File: config.mk
export PLATFORM = sky130hd
export DESIGN_NAME = alu_operand_stage
export DESIGN_NICKNAME = d
export VERILOG_FILES = /design/src/rtl/cpu_pkg.sv /design/src/rtl/fwd_mux.sv /design/src/rtl/alu_operand_stage.sv
export SDC_FILE = /design/constraint.sdc
export NUM_CORES = 1
export LEC_CHECK = 0
export ABC_AREA = 0
export CAP_MARGIN = 20
export CORE_AREA = 2 2 128 130
export DETAILED_ROUTE_END_ITERATION = 8
export DIE_AREA = 0 0 130 132
export PLACE_DENSITY = 0.82
export REMOVE_ABC_BUFFERS = 1
export SYNTH_ARGS = -nofsm -noshare
export SYNTH_HDL_FRONTEND = slang
export SYNTH_SLANG_ARGS = --single-unit
File: constraint.sdc
create_clock -name clk -period 3.2 [get_ports clk]
set_input_delay 0.64 -clock clk [delete_from_list [all_inputs] [get_ports clk]]
set_output_delay 0.64 -clock clk [all_outputs]
set_load 0.01 [all_outputs]
File: src/rtl/cpu_pkg.sv
// Shared datapath constants, ALU function codes and the ID/EX register layout.
// IDEX_BUBBLE is the all-zero no-op image loaded on reset, flush and load-use.
package cpu_pkg;

  localparam int CPU_DW = 32;
  localparam int CPU_RW = 5;

  localparam logic [5:0] ALU_ADD = 6'b000000;
  localparam logic [5:0] ALU_SUB = 6'b000001;
  localparam logic [5:0] ALU_AND = 6'b011000;
  localparam logic [5:0] ALU_OR  = 6'b011110;
  localparam logic [5:0] ALU_XOR = 6'b010110;
  localparam logic [5:0] ALU_NOR = 6'b010001;
  localparam logic [5:0] ALU_SLL = 6'b100000;
  localparam logic [5:0] ALU_SRL = 6'b100001;
  localparam logic [5:0] ALU_SRA = 6'b100011;

  typedef struct packed {
    logic              valid;
    logic              regwrite;
    logic              memread;
    logic              memwrite;
    logic [CPU_RW-1:0] dest;
    logic [5:0]        alufun;
    logic [CPU_RW-1:0] rs_addr;
    logic [CPU_RW-1:0] rt_addr;
    logic [CPU_DW-1:0] rs_data;
    logic [CPU_DW-1:0] rt_data;
    logic [CPU_DW-1:0] imm;
    logic [4:0]        shamt;
    logic              alusrc1;
    logic              alusrc2;
`ifdef ALU_SHIFT_VAR_EN
    logic              shift_var;
`endif
  } idex_t;

  localparam idex_t IDEX_BUBBLE = '0;

endpackage

File: src/rtl/fwd_mux.sv
// Per-operand bypass select: EX/MEM beats MEM/WB beats register file; $0 never bypassed.
// Purely combinational, no flow control.
module fwd_mux #(
  parameter int DW = 32,
  parameter int RW = 5
) (
  input  logic [RW-1:0] src_addr,
  input  logic [DW-1:0] reg_data,
  input  logic          mem_regwrite,
  input  logic [RW-1:0] mem_dest,
  input  logic [DW-1:0] mem_result,
  input  logic          wb_regwrite,
  input  logic [RW-1:0] wb_dest,
  input  logic [DW-1:0] wb_result,
  output logic [DW-1:0] fwd_data
);

  logic nonzero;
  logic mem_hit;
  logic wb_hit;

  assign nonzero = (src_addr != '0);
  assign mem_hit = nonzero && mem_regwrite && (mem_dest == src_addr);
  assign wb_hit  = nonzero && wb_regwrite  && (wb_dest  == src_addr);

  always_comb begin
    fwd_data = reg_data;
    if (mem_hit)     fwd_data = mem_result;
    else if (wb_hit) fwd_data = wb_result;
  end

endmodule

File: src/rtl/alu_operand_stage.sv
// ID/EX register with bypassed ALU operands; 1-cycle latency, hold freezes fields, load-use stalls ID and injects a bubble.
// ALU_SHIFT_VAR_EN adds id_shift_var so sllv/srlv/srav take the shift amount from forwarded rs[4:0].
module alu_operand_stage
  import cpu_pkg::*;
#(
  parameter int DW = CPU_DW,
  parameter int RW = CPU_RW
) (
  input  logic          clk,
  input  logic          reset,
  input  logic          id_valid,
  input  logic [RW-1:0] id_rs_addr,
  input  logic [RW-1:0] id_rt_addr,
  input  logic [DW-1:0] id_rs_data,
  input  logic [DW-1:0] id_rt_data,
  input  logic [DW-1:0] id_imm,
  input  logic [4:0]    id_shamt,
  input  logic          id_alusrc1,
  input  logic          id_alusrc2,
`ifdef ALU_SHIFT_VAR_EN
  input  logic          id_shift_var,
`endif
  input  logic [5:0]    id_alufun,
  input  logic [RW-1:0] id_dest,
  input  logic          id_regwrite,
  input  logic          id_memread,
  input  logic          id_memwrite,
  input  logic          id_uses_rs,
  input  logic          id_uses_rt,
  input  logic          hold,
  input  logic          flush,
  input  logic          mem_regwrite,
  input  logic [RW-1:0] mem_dest,
  input  logic [DW-1:0] mem_result,
  input  logic          wb_regwrite,
  input  logic [RW-1:0] wb_dest,
  input  logic [DW-1:0] wb_result,
  output logic          ex_valid,
  output logic          ex_regwrite,
  output logic          ex_memread,
  output logic          ex_memwrite,
  output logic [RW-1:0] ex_dest,
  output logic [5:0]    ex_alufun,
  output logic [DW-1:0] ex_a,
  output logic [DW-1:0] ex_b,
  output logic [DW-1:0] ex_store_data,
  output logic          stall_req
);

  idex_t        r;
  idex_t        cap;
  logic         load_use;
  logic [DW-1:0] rs_fwd;
  logic [DW-1:0] rt_fwd;
  logic [4:0]   shift_amt;

  always_comb begin
    cap          = IDEX_BUBBLE;
    cap.valid    = id_valid;
    cap.regwrite = id_regwrite;
    cap.memread  = id_memread;
    cap.memwrite = id_memwrite;
    cap.dest     = id_dest;
    cap.alufun   = id_alufun;
    cap.rs_addr  = id_rs_addr;
    cap.rt_addr  = id_rt_addr;
    cap.rs_data  = id_rs_data;
    cap.rt_data  = id_rt_data;
    cap.imm      = id_imm;
    cap.shamt    = id_shamt;
    cap.alusrc1  = id_alusrc1;
    cap.alusrc2  = id_alusrc2;
`ifdef ALU_SHIFT_VAR_EN
    cap.shift_var = id_shift_var;
`endif
  end

  // A load in EX cannot bypass to the instruction now in ID: its data exists only after MEM.
  assign load_use = id_valid && r.valid && r.memread && (r.dest != '0) &&
                    (((r.dest == id_rs_addr) && id_uses_rs) ||
                     ((r.dest == id_rt_addr) && id_uses_rt));
  assign stall_req = load_use && !hold && !flush;

  always_ff @(posedge clk) begin
    if (reset)          r <= IDEX_BUBBLE;
    else if (flush)     r <= IDEX_BUBBLE;
    else if (hold)      r <= r;
    else if (stall_req) r <= IDEX_BUBBLE;
    else                r <= cap;
  end

  fwd_mux #(.DW(DW), .RW(RW)) u_fwd_rs (
    .src_addr     (r.rs_addr),
    .reg_data     (r.rs_data),
    .mem_regwrite (mem_regwrite),
    .mem_dest     (mem_dest),
    .mem_result   (mem_result),
    .wb_regwrite  (wb_regwrite),
    .wb_dest      (wb_dest),
    .wb_result    (wb_result),
    .fwd_data     (rs_fwd)
  );

  fwd_mux #(.DW(DW), .RW(RW)) u_fwd_rt (
    .src_addr     (r.rt_addr),
    .reg_data     (r.rt_data),
    .mem_regwrite (mem_regwrite),
    .mem_dest     (mem_dest),
    .mem_result   (mem_result),
    .wb_regwrite  (wb_regwrite),
    .wb_dest      (wb_dest),
    .wb_result    (wb_result),
    .fwd_data     (rt_fwd)
  );

`ifdef ALU_SHIFT_VAR_EN
  assign shift_amt = r.shift_var ? rs_fwd[4:0] : r.shamt;
`else
  assign shift_amt = r.shamt;
`endif

  assign ex_a          = r.alusrc1 ? {{(DW-5){1'b0}}, shift_amt} : rs_fwd;
  assign ex_b          = r.alusrc2 ? r.imm : rt_fwd;
  assign ex_store_data = rt_fwd;

  assign ex_valid    = r.valid;
  assign ex_regwrite = r.regwrite;
  assign ex_memread  = r.memread;
  assign ex_memwrite = r.memwrite;
  assign ex_dest     = r.dest;
  assign ex_alufun   = r.alufun;

endmodule

==> results of run 1 <==
## area by class of cell
cell class,count,area (um^2),share of cell area
flip-flops and latches,128,2570,0.209
diodes,1,2.50,0.000203
repair buffers,443,4540,0.368
clock buffers,20,457,0.0371
multi-input cells,430,4320,0.351
inverters,1,3.75,0.000305
well taps,216,270,0.0219
clock inverters,12,158,0.0128
## cells by family after synthesis
kind of cell	synth area share
XOR/XNOR	0.0386
AO/OA/AOI/OAI	0.295
multiplexers	0.0993
buffers and inverters	0.0652
AND/OR/NAND/NOR	0.0987
flip-flops	0.403
## synthesized netlist by cell type, types with 6 or more instances
cell	instances
sky130_fd_sc_hd__a22o_1	128
sky130_fd_sc_hd__dfxtp_1	128
sky130_fd_sc_hd__clkbuf_1	40
sky130_fd_sc_hd__nand3_1	34
sky130_fd_sc_hd__nor4_1	33
sky130_fd_sc_hd__a31oi_1	32
sky130_fd_sc_hd__mux2_2	32
sky130_fd_sc_hd__o21ai_0	32
sky130_fd_sc_hd__mux2i_1	27
sky130_fd_sc_hd__o2bb2ai_1	27
sky130_fd_sc_hd__buf_4	26
sky130_fd_sc_hd__xnor2_1	24
sky130_fd_sc_hd__nand2_1	10
sky130_fd_sc_hd__buf_2	7
sky130_fd_sc_hd__nor3b_1	6
## registers in the layout, indices dropped and copies added, names as in the netlist
name	count
ex_alufun	6
ex_dest	5
ex_memread	1
ex_memwrite	1
ex_regwrite	1
ex_valid	1
r	108
shift_amt	5
## layout by cell type, fill, tap and decap left out, types with 26 or more instances in the layout
cell type	instances
sky130_fd_sc_hd__a22o_1	128
sky130_fd_sc_hd__a31oi_4	27
sky130_fd_sc_hd__buf_4	49
sky130_fd_sc_hd__buf_6	73
sky130_fd_sc_hd__clkbuf_2	31
sky130_fd_sc_hd__clkdlybuf4s50_1	214
sky130_fd_sc_hd__dfxtp_1	121
sky130_fd_sc_hd__mux2_4	27
sky130_fd_sc_hd__mux2i_1	26
sky130_fd_sc_hd__nand3_1	32
sky130_fd_sc_hd__o2bb2ai_1	27
## timing repair
| item | 4_1_cts | 5_1_grt |
|---|---|---|
| gates resized for setup | 417 | 201 |
| endpoints found under the hold margin | 0 | 0 |
| pin swaps | 12 | 23 |
| buffers inserted | 33 | 22 |
| hold buffers | 0 | 0 |
| endpoints found under the setup margin | 96 | 92 |
| gates cloned | 8 | 5 |
## how the worst max path moves through the flow
stage	startpoint	endpoint	slack (ns)	cells past startpoint
final	r[103]	ex_b[3]	-0.16	10
after global placement	wb_dest[0]	ex_b[15]	-0.46	9
after CTS	r[106]	ex_b[31]	-0.19	9
after floorplan	flush	ex_alufun[0]	-4.98	2
after detailed placement	wb_dest[0]	ex_b[15]	-0.49	9
after global routing	r[103]	ex_b[3]	-0.21	10
## per-stage QoR
| step | setup slack [ns] | power [W] | TNS [ns] | hold slack (ns) |
|---|---|---|---|---|
| after floorplan | -4.98 | 0.00196 | -723.11 | 0.436 |
| after global placement | -0.460 | 0.00248 | -34.25 | 0.450 |
| after detailed placement | -0.492 | 0.00249 | -37.82 | 0.452 |
| after CTS | -0.194 | 0.00457 | -2.64 | 0.470 |
| after global routing | -0.206 | 0.00480 | -7.02 | 0.479 |
| final | -0.158 | 0.00468 | -3.38 | 0.471 |
## layer usage
metal,track usage,part of all wire
met4,0.171,0.047
met3,0.0828,0.092
met2,0.561,0.49
met5,0,0
met1,0.362,0.37
## power by group through the flow
stage	sequential, W	combinational, W	clock, W
6_report	0.00169	0.000942	0.00204
5_1_grt	0.00170	0.000981	0.00212
4_1_cts	0.00169	0.000834	0.00205
3_5_place_dp	0.00172	0.000771	0
3_3_place_gp	0.00172	0.000761	0
2_1_floorplan	0.00171	0.000247	0
==> key figures, run 1 <==
Status
  • Result of the run: finished with violations
  • Violations in the final reports: setup timing

Logic synthesis
  • Share of the synthesized area in the top cell type: 0.403
  • Top flip-flop cell by instance count after synthesis: sky130_fd_sc_hd__dfxtp_1
  • Number of enable flip-flop cells after synthesis: 0
  • Synthesis warning total: 0
  • Gate Count Post-Synth: around 640
  • Library cell occupying the most area in the post-synthesis netlist: sky130_fd_sc_hd__dfxtp_1
  • Mean instance size in the synthesized netlist: 9.94 um^2
  • Fraction of the yosys area taken by sequential cells: 0.403
  • Main area contributors after synthesis: sky130_fd_sc_hd__dfxtp_1 40%, sky130_fd_sc_hd__a22o_1 18%, sky130_fd_sc_hd__mux2_2 5.7%, sky130_fd_sc_hd__mux2i_1 4.3%, sky130_fd_sc_hd__o2bb2ai_1 3.7%
  • Flip-flop and latch count after synthesis: 128
  • Area of the mapped netlist: 0.00635 mm^2
  • Number of library cell types mapped by synthesis: 39
  • Fraction of registers with async set/reset: 0

Timing
  • Endpoints failing setup: 46
  • Fin worst setup slack: -0.158 ns
  • Max Clock Freq: 298 MHz
  • Max Slew Vio Count: 0
  • Setup repair after global routing missed its margin: yes
  • Tcrit/Tclk final: 1.05
  • Worst-case headroom to the max-slew limit: 0.502
  • Final Hold Vio Count: 0
  • Slew at the pin closest to its max-slew limit: roughly 0.75 ns
  • Fin crit period: 3.36 ns
  • Layout Skew: 0.0121 ns

Power
  • Power density normalized to cell area: roughly 380 mW/mm^2
  • P_sw: roughly 0.0012 W
  • Portion of total power attributed to combinational logic: 0.201
  • Clk network pwr share: 0.437
  • Seq pwr share: 0.362
  • Share of total power consumed by net switching: 0.260
  • Leakage power: 4.69 nW
  • Max IR drop VDD: approximately 0.37 mV
  • Design internal power: 0.00346 W

GRT
  • Via count of the first global-routing pass: approximately 7,600
  • Initial antenna violation count: 1
  • Combined global-route utilization of all metal layers: 0.324
  • Largest net degree at the start of global routing: 68
  • Overflow left after global routing: 0
  • First-pass GRT wire length: 42.7 mm

Setup path
  • Largest stage delay, worst path: 0.55 ns
  • Startpoint Class: flop
  • Maximum fanout encountered on the critical timing path: 7
  • Launch point of the worst reg-to-reg path: ex_dest[0]
  • Arrival time of data at the critical path endpoint: 2.72 ns
  • Critical path buffer and inverter count: 5
  • Slowest-stage cell, CP: sky130_fd_sc_hd__or4_4
  • Kind of end point of the critical path: output pin
  • Cell-by-cell listing of the critical path: or4_4, buf_6, a21oi_4, or3_4, buf_12, buf_16, buf_12, a31oi_4, mux2_4, buf_6
  • Critical register-to-register path endpoint: r[79]
  • Register-to-register path setup slack: 0.94 ns
  • Worst Path Required: 2.56 ns
  • Classification of the worst setup path: reg -> out
  • Dominant delay contributor by cell family on the critical path: simple AND/OR/NAND/NOR gates
  • Cells on worst reg2reg path: 6

Clock network
  • Max clock buf depth: 2
  • TritonCTS Sinks: roughly 130
  • Clock tree from TritonCTS: done
  • Count of H-tree levels built during CTS: 4
  • Clock latency reported for the late side of the worst-skew pair: 0.42 ns
  • Worst-path clk slew: roughly 0.060 ns
  • CTS Buf Count: 17
  • Clock root buffer: sky130_fd_sc_hd__clkbuf_16

Worst hold path
  • Min-delay src: r[37]
  • Hold/Removal Path Class: reg -> reg
  • Hold Path End: r[37]
  • Cell depth of the worst hold path: 1

Route
  • Detailed Routing Iterations Pass 1: 7
  • Detail-routed net length per standard cell: 24.6 um
  • Drc violations: 0
  • Number of vias in the routed layout: approximately 7,600
  • Post-DRT Antenna Nets: 0
  • Wire length reported by the detailed router: around 30 mm
  • Iteration-0 DRC Markers: around 590
  • Post-detailed-route via-to-cell ratio: 6.04

Layout
  • # nets final: 1,231
  • Utilization of the core after routing: 0.784
  • Non-filler cells, final: 1,251
  • Synthesis-to-layout area growth: 94.0%
  • Fillers: 947
  • Post-route cell area: around 0.012 mm^2
  • Ratio of cells with drive above 1 in the final layout: 0.359

Floorplan
  • DIE AREA: around 0.017 mm^2
  • Number of rows created at floorplan: 46
  • Initial cell density of the core: 0.404
  • Core Region: 0.0157 mm^2
  • Die W: 130 um
  • Die height: between 100 and 150 um
  • Number of top-level pins: 322

Place
  • HPWL after detailed placement: 17.4 mm
  • RD Place Congestion: 0.859
  • Number of buffers inserted by port buffering: approximately 320
  • Number of placed instances, taps included: 1,156
  • Total cell area at the placement stage: 0.0101 mm^2

Flow run
  • Max Cap Viol: 0
Power figures use the tool's default switching activity.
==> run 2: changes to the inputs <==
--- a/config.mk
+++ b/config.mk
@@ -10,7 +10,7 @@
 export CORE_AREA = 2 2 128 130
 export DETAILED_ROUTE_END_ITERATION = 8
 export DIE_AREA = 0 0 130 132
-export PLACE_DENSITY = 0.82
+export PLACE_DENSITY = 0.87
 export REMOVE_ABC_BUFFERS = 1
 export SYNTH_ARGS = -nofsm -noshare
 export SYNTH_HDL_FRONTEND = slang
==> run 2 against run 1 <==
Core utilization shrank 3.2 points. Sequential power is essentially flat. Highest routed layer unchanged. Clock skew shrank 0.0023 ns. Sequential cell count is the same. Clock-buffer cell count grew 4. The flow still finishes with violations (setup timing). Via count shrank 0.94%. Die area is the same. Sequential share of layout area grew 0.89 points. Clock power shrank 14%. Non-clock buffer count shrank 22. Worst hold slack is essentially flat.
==> key figures, run 2 (synthesis gave the netlist of run 1 again) <==
Status
  • Result of the run: finished with violations
  • Violations in the final reports: setup timing

Route
  • Post-DRT Antenna Nets: 0
  • Detail-routed net length per standard cell: 23.7 um
  • Detailed Routing Iterations Pass 1: 5
  • Drc violations: 0
  • Iteration-0 DRC Markers: 556
  • Number of vias in the routed layout: approximately 7,500
  • Wire length reported by the detailed router: 29.1 mm
  • Post-detailed-route via-to-cell ratio: around 6

Clock network
  • Worst-path clk slew: ~0.06 ns
  • CTS Buf Count: 17
  • TritonCTS Sinks: ~130
  • Max clock buf depth: 2
  • Clock latency reported for the late side of the worst-skew pair: 0.42 ns
  • Count of H-tree levels built during CTS: 4
  • Clock root buffer: sky130_fd_sc_hd__clkbuf_16
  • Clock tree from TritonCTS: done
  • Hold bufs inserted after CTS: 0

Power
  • Portion of total power attributed to combinational logic: 0.206
  • Leakage power: ~4.5 nW
  • Seq pwr share: 0.391
  • P_sw: 0.00114 W
  • Share of total power consumed by net switching: 0.263
  • Clk network pwr share: 0.404
  • Max IR drop VDD: 0.369 mV
  • Design internal power: 0.00320 W
  • Power density normalized to cell area: between 300 and 400 mW/mm^2

Layout
  • Ratio of cells with drive above 1 in the final layout: 0.324
  • Fillers: 987
  • Area taken by flip-flops and latches: 0.00257 mm^2
  • Synthesis-to-layout area growth: 86.1%
  • Register bank with the most flops: r
  • Flip-flop count of the largest register after layout: 108
  • # nets final: 1,209
  • Most frequent cells in the layout: 213 x sky130_fd_sc_hd__clkdlybuf4s50_1, 128 x sky130_fd_sc_hd__a22o_1, 120 x sky130_fd_sc_hd__dfxtp_1, 51 x sky130_fd_sc_hd__buf_4, 32 x sky130_fd_sc_hd__buf_6
  • Most common cell after layout, fill and taps aside: sky130_fd_sc_hd__clkdlybuf4s50_1
  • Area occupied by multi-input gates: 0.00423 mm^2

Timing
  • Endpoints failing setup: 12
  • Hold_ws: 0.472 ns
  • Final Hold Vio Count: 0
  • Worst-case headroom to the max-slew limit: 0.634
  • Fin worst setup slack: -0.0833 ns
  • Layout Skew: 0.00974 ns
  • Tcrit/Tclk final: 1.03
  • Setup TNS: -0.464 ns
  • Slew at the pin closest to its max-slew limit: 0.549 ns
  • Fin crit period: between 3 and 4 ns
  • Max Clock Freq: 305 MHz
  • Setup repair after global routing missed its margin: yes
  • Max Slew Vio Count: 0

Place
  • RD Place Congestion: between 0.8 and 0.9
  • HPWL after detailed placement: 18.1 mm
  • Number of buffers inserted by port buffering: about 320

GRT
  • First-pass GRT wire length: 42.0 mm
  • Overflow left after global routing: 0
  • Largest net degree at the start of global routing: 71
  • Combined global-route utilization of all metal layers: 0.317
  • Initial antenna violation count: 1
  • Via count of the first global-routing pass: 7,696

Worst hold path
  • Hold/Removal Path Class: reg -> reg

Flow run
  • Max Cap Viol: 0

Floorplan
  • Die height: 132 um
  • DIE AREA: 0.0172 mm^2
  • Initial cell density of the core: 0.404
  • Die W: 130 um
  • Number of rows created at floorplan: 46
  • Number of top-level pins: 322
  • Core Region: 0.0157 mm^2

Setup path
  • Maximum fanout encountered on the critical timing path: 13
  • Startpoint Class: flop
  • Worst Path Required: 2.56 ns
  • Arrival time of data at the critical path endpoint: 2.64 ns
  • Kind of end point of the critical path: output pin
  • Classification of the worst setup path: reg -> out
## run 2: power by group through the flow
| stage | registers (W) | logic, W | clock network, W |
|---|---|---|---|
| 4_1_cts | 0.00169 | 0.000833 | 0.00175 |
| 2_1_floorplan | 0.00171 | 0.000247 | 0 |
| 3_3_place_gp | 0.00172 | 0.000758 | 0 |
| 6_report | 0.00169 | 0.000891 | 0.00175 |
| 3_5_place_dp | 0.00172 | 0.000773 | 0 |
| 5_1_grt | 0.00170 | 0.000927 | 0.00183 |
## run 2: per-layer routing
metal  global-route usage  part of all wire
met1                0.354              0.36
met2                0.545              0.51
met3               0.0771             0.085
met4                0.177             0.044
met5                    0                 0
## run 2: area by class of cell
class,instances,area share
timing repair buffer,421,0.358
multi-input combinational,430,0.358
sequential,128,0.218
clock buffer,24,0.0407
antenna,1,0.000212
inverter,1,0.000317
tap,216,0.0229
clock inverter,6,0.00296
## run 2: stage by stage
| step | setup WS, ns | cell area [um^2] | total power [W] | cells | util |
|---|---|---|---|---|---|
| after floorplan | -4.98 | 5940 | 0.00196 | 559 | - |
| after global placement | -0.535 | 10100 | 0.00248 | 1157 | 0.645 |
| after detailed placement | -0.611 | 10100 | 0.00249 | 1157 | 0.645 |
| after CTS | -0.151 | 11500 | 0.00427 | 1219 | 0.735 |
| after global routing | -0.149 | 11800 | 0.00446 | 1227 | 0.753 |
| final | -0.0833 | 11800 | 0.00433 | 1227 | 0.753 |
## run 2: worst paths after layout
path / end / start / slack (ns) / cells past startpoint
max: ex_b[20] / r[103] / -0.08 / 9
min: r[37] / r[37] / 0.47 / 1
max reg2reg: r[25] / ex_dest[0] / 0.85 / 7
min reg2reg: r[37] / r[37] / 0.47 / 1
## run 2: worst max-delay path, stage by stage, from the launching register on
cell and delay (ns):
sky130_fd_sc_hd__dfxtp_2 0.32, sky130_fd_sc_hd__or4_4 0.58, sky130_fd_sc_hd__buf_6 0.15, sky130_fd_sc_hd__o211a_4 0.24, sky130_fd_sc_hd__buf_12 0.16, sky130_fd_sc_hd__buf_4 0.16, sky130_fd_sc_hd__nand3_1 0.09, sky130_fd_sc_hd__a31oi_1 0.10
sky130_fd_sc_hd__mux2_4 0.28, sky130_fd_sc_hd__buf_2 0.14
## run 2: what timing repair did
action / CTS / global route
resized for setup: 398 / 118
buffers inserted: 29 / 10
gates cloned: 4 / 2
pin swaps: 13 / 19
endpoints found under the setup margin: 96 / 90
